### config.mk
export PLATFORM = sky130hd
export DESIGN_NAME = fetch_prefetch_queue
export DESIGN_NICKNAME = d
export VERILOG_FILES = /design/src/rtl/fetch_prefetch_queue.sv
export SDC_FILE = /design/constraint.sdc
export NUM_CORES = 1
export LEC_CHECK = 0
export CAP_MARGIN = 5
export CORE_ASPECT_RATIO = 1.25
export CORE_MARGIN = 2
export CORE_UTILIZATION = 50
export CTS_CLUSTER_DIAMETER = 80
export DETAILED_ROUTE_END_ITERATION = 12
export PLACE_DENSITY = 0.83
export REMOVE_ABC_BUFFERS = 1
export SYNTH_ARGS = -nofsm -noshare
export SYNTH_HDL_FRONTEND = slang
export SYNTH_SLANG_ARGS = --single-unit
### constraint.sdc
create_clock -name clk -period 3.3 [get_ports clk]
set_clock_uncertainty 0.15 [all_clocks]
set_input_delay 0.33 -clock clk [delete_from_list [all_inputs] [get_ports clk]]
set_output_delay 0.33 -clock clk [all_outputs]
set_load 0.02 [all_outputs]
### src/rtl/fetch_prefetch_queue.sv
// Sequential-index fetch stage with a DEPTH-entry prefetch FIFO and PC-relative redirect.
// Optional perf counters (perf_bubbles, perf_redirects) are enabled by defining FETCH_PERF_EN.
module fetch_prefetch_queue #(
    parameter int                INSTR_W     = 16,
    parameter int                ADDR_W      = 32,
    parameter int                DEPTH       = 4,
    parameter logic [ADDR_W-1:0] RESET_INDEX = '0
) (
    input  logic               clk,
    input  logic               rst,
    output logic               cache_en,
    output logic [ADDR_W-1:0]  cache_index,
    input  logic [INSTR_W-1:0] cache_data,
    output logic               out_valid,
    input  logic               out_ready,
    output logic [INSTR_W-1:0] out_instr,
    output logic [ADDR_W-1:0]  out_index,
`ifdef FETCH_PERF_EN
    output logic [31:0]        perf_bubbles,
    output logic [31:0]        perf_redirects,
`endif
    input  logic               redirect_valid,
    input  logic [ADDR_W-1:0]  redirect_delta
);

    localparam int PTR_W = $clog2(DEPTH);
    localparam int CNT_W = PTR_W + 1;
    localparam int SUM_W = CNT_W + 2;

    logic [ADDR_W-1:0]  fetch_idx;
    logic [ADDR_W-1:0]  head_idx;
    logic [CNT_W-1:0]   count;
    logic               inflight;
    logic [PTR_W-1:0]   rd_ptr;
    logic [PTR_W-1:0]   wr_ptr;
    logic [INSTR_W-1:0] mem [DEPTH];

    logic signed [ADDR_W-1:0] delta_s;
    logic [ADDR_W-1:0]        target;
    logic [SUM_W-1:0]         outstanding;
    logic                     issue;
    logic                     push;
    logic                     pop;

    assign delta_s     = redirect_delta;
    assign target      = head_idx + $unsigned(delta_s);
    // Slots already claimed: queued entries, the returning read and the read issued now.
    assign outstanding = SUM_W'(count) + SUM_W'(inflight) + SUM_W'(cache_en);
    assign issue       = outstanding < SUM_W'(DEPTH);
    assign push        = inflight;
    assign pop         = out_valid & out_ready;

    assign cache_index = fetch_idx;
    assign out_valid   = (count != '0);
    assign out_instr   = mem[rd_ptr];
    assign out_index   = head_idx;

    always_ff @(posedge clk) begin
        if (rst) begin
            fetch_idx <= RESET_INDEX;
            head_idx  <= RESET_INDEX;
            count     <= '0;
            inflight  <= 1'b0;
            cache_en  <= 1'b0;
            rd_ptr    <= '0;
            wr_ptr    <= '0;
        end else if (redirect_valid) begin
            // Flush everything, including the read issued this cycle.
            fetch_idx <= target;
            head_idx  <= target;
            count     <= '0;
            inflight  <= 1'b0;
            cache_en  <= 1'b0;
            rd_ptr    <= '0;
            wr_ptr    <= '0;
        end else begin
            cache_en <= issue;
            inflight <= cache_en;
            if (cache_en)
                fetch_idx <= fetch_idx + ADDR_W'(1);
            if (push)
                wr_ptr <= wr_ptr + PTR_W'(1);
            if (pop) begin
                rd_ptr   <= rd_ptr + PTR_W'(1);
                head_idx <= head_idx + ADDR_W'(1);
            end
            case ({push, pop})
                2'b10:   count <= count + CNT_W'(1);
                2'b01:   count <= count - CNT_W'(1);
                default: count <= count;
            endcase
        end
    end

    always_ff @(posedge clk) begin
        if (!rst && !redirect_valid && push)
            mem[wr_ptr] <= cache_data;
    end

    overflow_chk: assert property (@(posedge clk) disable iff (rst)
        !(push && !redirect_valid && count == CNT_W'(DEPTH)));

`ifdef FETCH_PERF_EN
    function automatic logic [31:0] sat_inc(input logic [31:0] v);
        return (v == 32'hFFFF_FFFF) ? v : v + 32'd1;
    endfunction

    always_ff @(posedge clk) begin
        if (rst) begin
            perf_bubbles   <= '0;
            perf_redirects <= '0;
        end else begin
            if (!out_valid)
                perf_bubbles <= sat_inc(perf_bubbles);
            if (redirect_valid)
                perf_redirects <= sat_inc(perf_redirects);
        end
    end
`endif

endmodule

---- Word-level counts from Yosys, hierarchy flattened ----
Memories as Yosys holds them, arrays and structs flattened. A register that Yosys moved wholly into a read port is not among the register bits.
Cells that the tools add are included.
Widths: inputs -> output; s select.
cells by class
  equal/unequal tests ..................... 2
  bitwise logic cells ..................... 1
  add/sub/neg operators ................... 9
  multiplexer cells ....................... 9
  reductions and logical operators ........ 9
  magnitude comparators ................... 1
operators by type and width
  cell                   count
  $mux 32                4
  $add 32x1->32 const B  2
  $add 32x32->32         1
  $pmux 3 s2             1
  $reduce_bool 2->1      3
  $add 4x1->5            1
  $lt 5x3->1 const B     1
  $add 2x1->2 const B    2
  $add 3x1->4            1
  $mux 2                 2
  $add 3x1->3 const B    1
  $reduce_bool 3->1      1
  $sub 3x1->3 const B    1
  $eq 2x1->1 const B     1
  $eq 2x2->1 const B     1
  $logic_and 1x1->1      2
  $logic_not 1->1        2
  $mux 1                 2
  $reduce_or 2->1        1
  $and 1x1->1            1
storage, ports and cells
  memories kept ........................... 1
  RAM bits ................................ 64
  output and inout port bits .............. 82
  logic and storage cells ................. 39
  input port bits ......................... 52
  register bits after elaboration ......... 73
memories
  memory  depth  width  rd ports  clocked after memory_dff  write ports  line  source
  mem     4      16     1         1                         1            36    logic [INSTR_W-1:0] mem [DEPTH];

---- Longest topological paths before layout ----
  word-level depth ........................ 5
  gate-level depth with buffers ........... 10
  depth with buffers taken out ............ 9

---- Least setup slack after synthesis ----
OpenSTA, ideal clock, no wires.
  kind .................................... flip-flop to flip-flop
  start point ............................. reg count[0]
  end point ............................... reg count[2]
  arrival ................................. 2.449 ns
  path buffers ............................ 1
  path slack .............................. 0.630 ns
  period minus slack after synthesis ...... 2.670 ns
  cell stages (with the launch flop) ...... 11
  cells stage by stage .................... dfxtp_1 > or3_1 > nand2_1 > inv_1 > buf_1 > ha_1 > inv_1 > fa_1 > xor2_1 > or3_1 > a21oi_1
on the way
  longest elaborated chain between the ends .. 4
  elaborated cells on any way between the ends .. 8
ends and longest elaborated chain
  what                                             line  source
  from (decl)                                      32    logic [CNT_W-1:0] count;
  from (signal assigned)                           88    2'b10: count <= count + CNT_W'(1);
  from (signal assigned)                           89    2'b01: count <= count - CNT_W'(1);
  from (signal assigned)                           90    default: count <= count;
  $reduce_bool 3->1 *                              54    assign out_valid = (count != '0);
  named net out_valid                              14    output logic out_valid,
  $and 1x1->1 *                                    51    assign pop = out_valid & out_ready;
  named net pop                                    43    logic pop;
  $eq 2x1->1 or $eq 2x2->1 (tied branches)         87    case ({push, pop})
  $pmux 3 s2 or $reduce_bool 2->1 (tied branches)  -
The timed path passes the listed nets; every way through them passes the cells marked *.
A chain may end at the register's enable or synchronous reset.

---- Worst setup path after layout ----
  start point ............................. reg head_idx[0], in the netlist out_index[0]
  end point ............................... reg fetch_idx[28], in the netlist cache_index[28]
on the way
  longest elaborated chain between the ends .. 2
ends and longest elaborated chain
  what                    line  source
  from (decl)             31    logic [ADDR_W-1:0] head_idx;
  from (signal assigned)  70    head_idx <= target;
  from (signal assigned)  85    head_idx <= head_idx + ADDR_W'(1);
  $add 32x32->32          46    assign target = head_idx + $unsigned(delta_s);
  $mux 32                 67    end else if (redirect_valid) begin
  to (signal assigned)    69    fetch_idx <= target;
  to (signal assigned)    80    fetch_idx <= fetch_idx + ADDR_W'(1);
  to (decl)               30    logic [ADDR_W-1:0] fetch_idx;
No other way between the ends.

==> impl_metrics.yaml <==
worst_setup_path:
  cpPeakStageDelay_ns: 0.43
  crit_required_ns: 3.49
  worstRegToRegCells: 9
  rrSetupSlack_ns: 0.39
  critical_path.max_fanout: 6
  r2r_start: "out_index[0]"
  r2r_end: "cache_index[28]"
  worstSetupPathType: "reg -> reg"
  start_kind: "flop"
  startpoint: "out_index[0]"
  worstPathArrival_ns: 3.10
  crit_top_cell: "nand3_1"
  cp-endpoint: "cache_index[28]"
  path_cells: "ha_1, fa_1, a21oi_1, o211ai_1, nand3_1, nand3_1, a31o_1, mux2_4, a211oi_1"
  crit_cells: 9
  path_delay_family: "compound AO/OA/AOI/OAI gates"
  cp-end-kind: "flop"
  crit_buf_inv: 0
  cp_slowest_cell: "fa_1"
floorplan:
  rows: 52
  io_pins: 134
  dieArea_mm2: 0.0176
  die_y_um: 148
  die_w_um: 119
  coreArea_mm2: 0.0162
  start_util_pct: 51.1
sta:
  layout_worst_path_cycle_share_pct: 88.2
  rsz0062_at_grt: "false"
  finalHoldViolations: 0
  setup_violations: 0
  relSlewSlack_pct: 48.4
  worst_pin_slew_ns: 0.773
  fmax_mhz: 343
  slew_violations: 0
  setup_tns_ns: 0
  fin_crit_ns: 2.91
final_layout:
  drive_above_1_share_pct: 10.2
  stdcell_count: 1207
  nets: 1071
  final_cell_mix: "132 x clkdlybuf4s50_1, 75 x dfxtp_1, 68 x nor2_1, 67 x nand2_1, 65 x a21oi_1"
  n_fill_cell: 1249
  antenna_cells: 0
  mostFrequentLayoutCell: "clkdlybuf4s50_1"
  stdcell_area_mm2: 0.0104
  syn2layout_area_growth_pct: 26.0
synth:
  synth_seq_cells: 139
  yosysTopAreaCellShare_pct: 23.2
  synth_cells: 840
  synth_area_leader_cell: "edfxtp_1"
  async_flop_share_pct: 0
  synth_area_leaders: "edfxtp_1 23%, dfxtp_1 18%, ha_1 5.9%"
  synth.distinct_cells: 86
  synthFlopType: "dfxtp_1"
  postSynthAreaPerCell_um2: 9.85
  netlist_area_mm2: 0.00827
  ys_seq_area_share_pct: 41.4
  synth-edff-count: 64
  yosysWarnings: 0
power:
  vdd_ir_drop_max_mv: 0.247
  leakagePower_nw: 3.83
  power_density_mw_per_mm2: 502
clocking:
  root_buffer: "clkbuf_16"
  hold_buffers: 0
  cts.path.max_buffers: 2
  cts.sinks: 139
  cts_tree: "done"
  ctsResizeCount: 0
  clk_latency_ns: 0.43
  cts_setup_buffers: 0
  numCtsBuffers: 17
  htreeDepth: 4
  clk_pin_slew_ns: 0.07
detailed_routing:
  wl_per_cell_um: 19.5
  drtPass1Iterations: 6
  drt_iter0_drc: 787
  vias_per_cell: 6.17
  post-route-drc-count: 0
  final_antenna_net_count: 0
  vias: 7442
  wl_mm: 23.5
place:
  port_buffers: 133
  place_area_mm2: 0.00982
  place_congestion: 1.01
  dp_hpwl_mm: 16.8
  placed_cells: 1175
global_routing:
  grt_start_max_net_pins: 37
  grtUsageTotal_pct: 26.6
  antenna_found_initial: 0
  overflow: 0
  grt_pass1_vias: 7024
  grt_pass1_wl_mm: 36.6
job:
  drv_cap: 0
worst_hold_path:
  hold_class: "in -> reg"
status:
  outcome: "complete, no violations"
-- worst min-delay path by stage --
| stage | startpoint | endpoint | slack (ns) | cells past startpoint |
|---|---|---|---|---|
| floorplan | rst | out_index[30] | 0.24 | 1 |
| global placement | count[2] | cache_en | 0.32 | 1 |
| detailed placement | count[2] | cache_en | 0.33 | 1 |
| CTS | redirect_valid | cache_index[20] | 0.28 | 3 |
| global route | redirect_valid | cache_index[20] | 0.32 | 3 |
| finish | redirect_valid | cache_index[20] | 0.29 | 3 |
-- per-layer routing --
layer	vias up	GRT usage, %	share of wire, %
met2	376	45.5	49
met3	78	4.75	8.0
met5	-	0	0
li1	3467	-	-
met4	0	13.9	4.4
met1	3521	31.8	39
-- tightest hold or removal path, cell delays in order --
cell and delay, ns:
buf_2 0.11, buf_4 0.22, a21oi_1 0.15
-- flip-flops by register name (all words and copies together), names as in the netlist, named ones only --
name	cells
out_index	32
rd_ptr	2
cache_index	32
count	3
mem	64
wr_ptr	2
inflight	1
cache_en	1
-- cell type report --
class,count,area [µm²],share of cell area (%)
well taps,216,270,2.59
flip-flops and latches,139,3420,32.8
multi-input cells,643,4560,43.8
clock buffers,17,425,4.08
repair buffers,153,1480,14.2
clock inverters,15,178,1.70
inverters,24,90.1,0.864
-- power by group --
part	total [mW]	leakage [nW]	switching [mW]	internal [mW]
sequential	2.04	1.19	0.142	1.89
clock	1.96	0.300	0.812	1.15
combinational	1.24	2.33	0.689	0.546
-- synth_stat cells (all sizes together) (10+ instances only) --
cell type and count:
dfxtp 75, nor2 70, a21oi 67, nand2 67, edfxtp 64, o21ai 43
nand3 42, ha 39, xnor2 36, clkbuf 28, a211oi 25, inv 24
xor2 22, nand4 21, and3 16, mux4 16, nor3 15, a21o 11
a31oi 10, o21a 10
-- kinds of logic (layout without fill, tap and decap cells) --
| group | count (synthesis) | count (layout) | share of synthesized area [%] |
|---|---|---|---|
| compound gates | 231 | 231 | 18.8 |
| flops | 139 | 139 | 41.4 |
| simple gates | 285 | 285 | 17.9 |
| buf+inv | 58 | 209 | 3.49 |
| mux | 28 | 28 | 5.90 |
| fa+ha+maj | 41 | 41 | 6.38 |
| xor+xnor | 58 | 58 | 6.14 |
-- through the flow --
stage | util, % | power, mW | hold slack (ns) | setup WS (ns)
global placement | 60.6 | 3.26 | 0.324 | 0.143
floorplan | - | 2.78 | 0.245 | 0.631
detailed placement | 60.6 | 3.27 | 0.326 | 0.125
CTS | 64.3 | 5.22 | 0.284 | 0.414
global route | 64.3 | 5.42 | 0.323 | 0.103
finish | 64.3 | 5.23 | 0.294 | 0.389
(Power assumes the default switching activity.)
==> edit (config.mk and constraints unchanged) <==
The option `FETCH_PERF_EN` is turned on by a define.
--- a/src/rtl/fetch_prefetch_queue.sv
+++ b/src/rtl/fetch_prefetch_queue.sv
@@ -1,5 +1,7 @@
 // Sequential-index fetch stage with a DEPTH-entry prefetch FIFO and PC-relative redirect.
 // Optional perf counters (perf_bubbles, perf_redirects) are enabled by defining FETCH_PERF_EN.
+`define FETCH_PERF_EN
+
 module fetch_prefetch_queue #(
     parameter int                INSTR_W     = 16,
     parameter int                ADDR_W      = 32,
Behaviour (old outputs only; new: perf_bubbles and perf_redirects): unchanged (Yosys induction, for registers that start in step).
==> edit against the original RTL <==
Wire length increased by 17%. Area after synthesis increased by 30%. Final area increased by 32%. Clock power increased by 15%. Critical path type unchanged. Total power increased by 24%. Worst hold slack got worse by 0.023 ns. Setup slack got worse by 0.16 ns. Sequential cell count increased by 64. Maximum frequency decreased by 5.2%. Count of clock-buffer cells in the layout increased by 12. Sequential power increased by 40%.
==> edit: results (changes against the original RTL) <==
[outcome]
status=complete, no violations  ; unchanged

[route]
wire_per_inst_um=16.68  ; was 19.49 µm
drt_first_pass_iters=5  ; was 6
dr_wl_met3_um=1520  ; was 1878 µm
via_count=9584  ; was 7442
dr_wl_met2_um=14130  ; was 11480 µm
drt-met1-wl_um=11180  ; was 9122 µm
drtIter0Drc=648  ; was 787

[grt]
antenna_found_initial=0  ; unchanged
track_usage=0.2394  ; was 0.2655
use_met1=0.3006  ; was 0.3181
met3_usage=0.02439  ; was 0.04745
use_met2=0.4313  ; was 0.4555
grt_pass1_vias=9043  ; was 7024
grt_max_degree=98  ; was 37
grt_pass1_wl_um=44750  ; was 36560 µm

[power]
irDropWorstVdd_uv=327.9  ; was 247.0 µV
cellLeakagePower_nw=4.864  ; was 3.825 nW
internal_power_mw=4.631  ; was 3.585 mW
seq_power_mw=2.85  ; was 2.04 mW
powerComb_mw=1.35  ; was 1.24 mW
pg_clk_mw=2.26  ; was 1.96 mW

[critical_path]
ff2ff_setup_slack_ns=0.23  ; was 0.39 ns
rr_worst_depth=11  ; was 9
reg2reg_to=cache_index[30]  ; was cache_index[28]
arrival_ns=3.29  ; was 3.10 ns
critical_path_peak_fanout=5  ; was 6
max_stage_delay_ns=0.39  ; was 0.43 ns

[placed_design]
gp_congestion=0.9513  ; was 1.005
place_hpwl_um=20200  ; was 16780 µm
placed_area_um2=13120  ; was 9821 µm²
port_buffers=197  ; was 133

[sta]
hold_ws_ns=0.2716  ; was 0.2945 ns
max_slew_margin=0.2831  ; was 0.4840

[cts]
htree_num_levels=1  ; was 4
cts_setup_buffers=0  ; unchanged
clk_pin_slew_ns=0.06
cts_buffers=21  ; was 17
cts_buffer_depth=3  ; was 2
cts.root.buffer_cell=clkbuf_16  ; unchanged
clock_latency_ns=0.48  ; was 0.43 ns

[cells_and_area]
drive_gt1_frac=0.07029  ; was 0.1019
largest_reg_flops=64  ; unchanged
utilization=0.6574  ; was 0.6434
fin_nets=1465  ; was 1071
fill_cells=1700  ; was 1249
top_register=mem  ; unchanged

[yosys]
synth_edf_count=64  ; unchanged
async_flop_share=0  ; unchanged
yosys_warnings=0  ; unchanged
yosysUniqueCellTypes=61  ; was 86
synth_common_cells=nor2_1, dfxtp_1, nand2_1  ; was dfxtp_1, nor2_1, nand2_1
yosysSeqAreaShare=0.4378  ; was 0.4138
synth_area_leaders=dfxtp_1, edfxtp_1, xnor2_1  ; was edfxtp_1, dfxtp_1, ha_1

[worst_hold_path]
whs_endpoint=out_index[21]  ; was cache_index[20]

## edit: cell types whose count changed in the layout (fill, tap and decap cells not counted), moves of 11 or more
cell,before,now
xnor2_1,36,68
nand2_1,67,94
nand4_1,20,33
nand3_1,40,66
dfxtp_1,75,139
buf_4,20,33
xor2_1,22,52
a21o_1,10,21
nor2_1,68,155
clkdlybuf4s50_1,132,195
a21oi_1,65,80
nor3_1,15,35
## edit: layout make-up
type | count | area share
repair buffers | 230 | 0.1607
clock buffers | 29 | 0.04321
multi-input cells | 887 | 0.4186
clock inverters | 4 | 0.003994
well taps | 274 | 0.02487
inverters | 27 | 0.007353
flip-flops and latches | 203 | 0.3413
## edit: cell families (layout without fill, tap and decap cells)
group                    count (synthesis)  count (layout)  synth area share
multiplexers                            21              21           0.03819
XOR/XNOR                               120             120           0.09781
adder cells (fa/ha/maj)                 43              43           0.05147
AND/OR/NAND/NOR                        470             470            0.2081
buffers and inverters                   72             290           0.02527
AO/OA/AOI/OAI                          233             233            0.1414
flip-flops                             203             203            0.4378
## edit: worst max path at each step
stage                                  to  depth (start not counted)  slack (ns)               from
after floorplan           cache_index[30]                         10        0.46       out_index[0]
after global routing        out_index[24]                         11       -0.01       out_index[0]
after detailed placement  cache_index[30]                         12       -0.17  redirect_delta[0]
after global placement    cache_index[30]                         12       -0.08  redirect_delta[0]
final                     cache_index[30]                         11        0.23       out_index[0]
after CTS                 cache_index[30]                         11        0.25       out_index[0]
## edit: timing repair
item | 4_1_cts | 5_1_grt
gates resized for setup | 0 | 0
hold endpoints to repair | 7 | 0
setup endpoints to repair | 0 | 3
hold buffers | 1 | 0
## edit: through the flow
stage	cells	setup WS (ns)
finish	1654	0.2279
global route	1654	-0.009770
CTS	1654	0.2474
detailed placement	1620	-0.1728
global placement	1620	-0.08490
floorplan	1117	0.4580
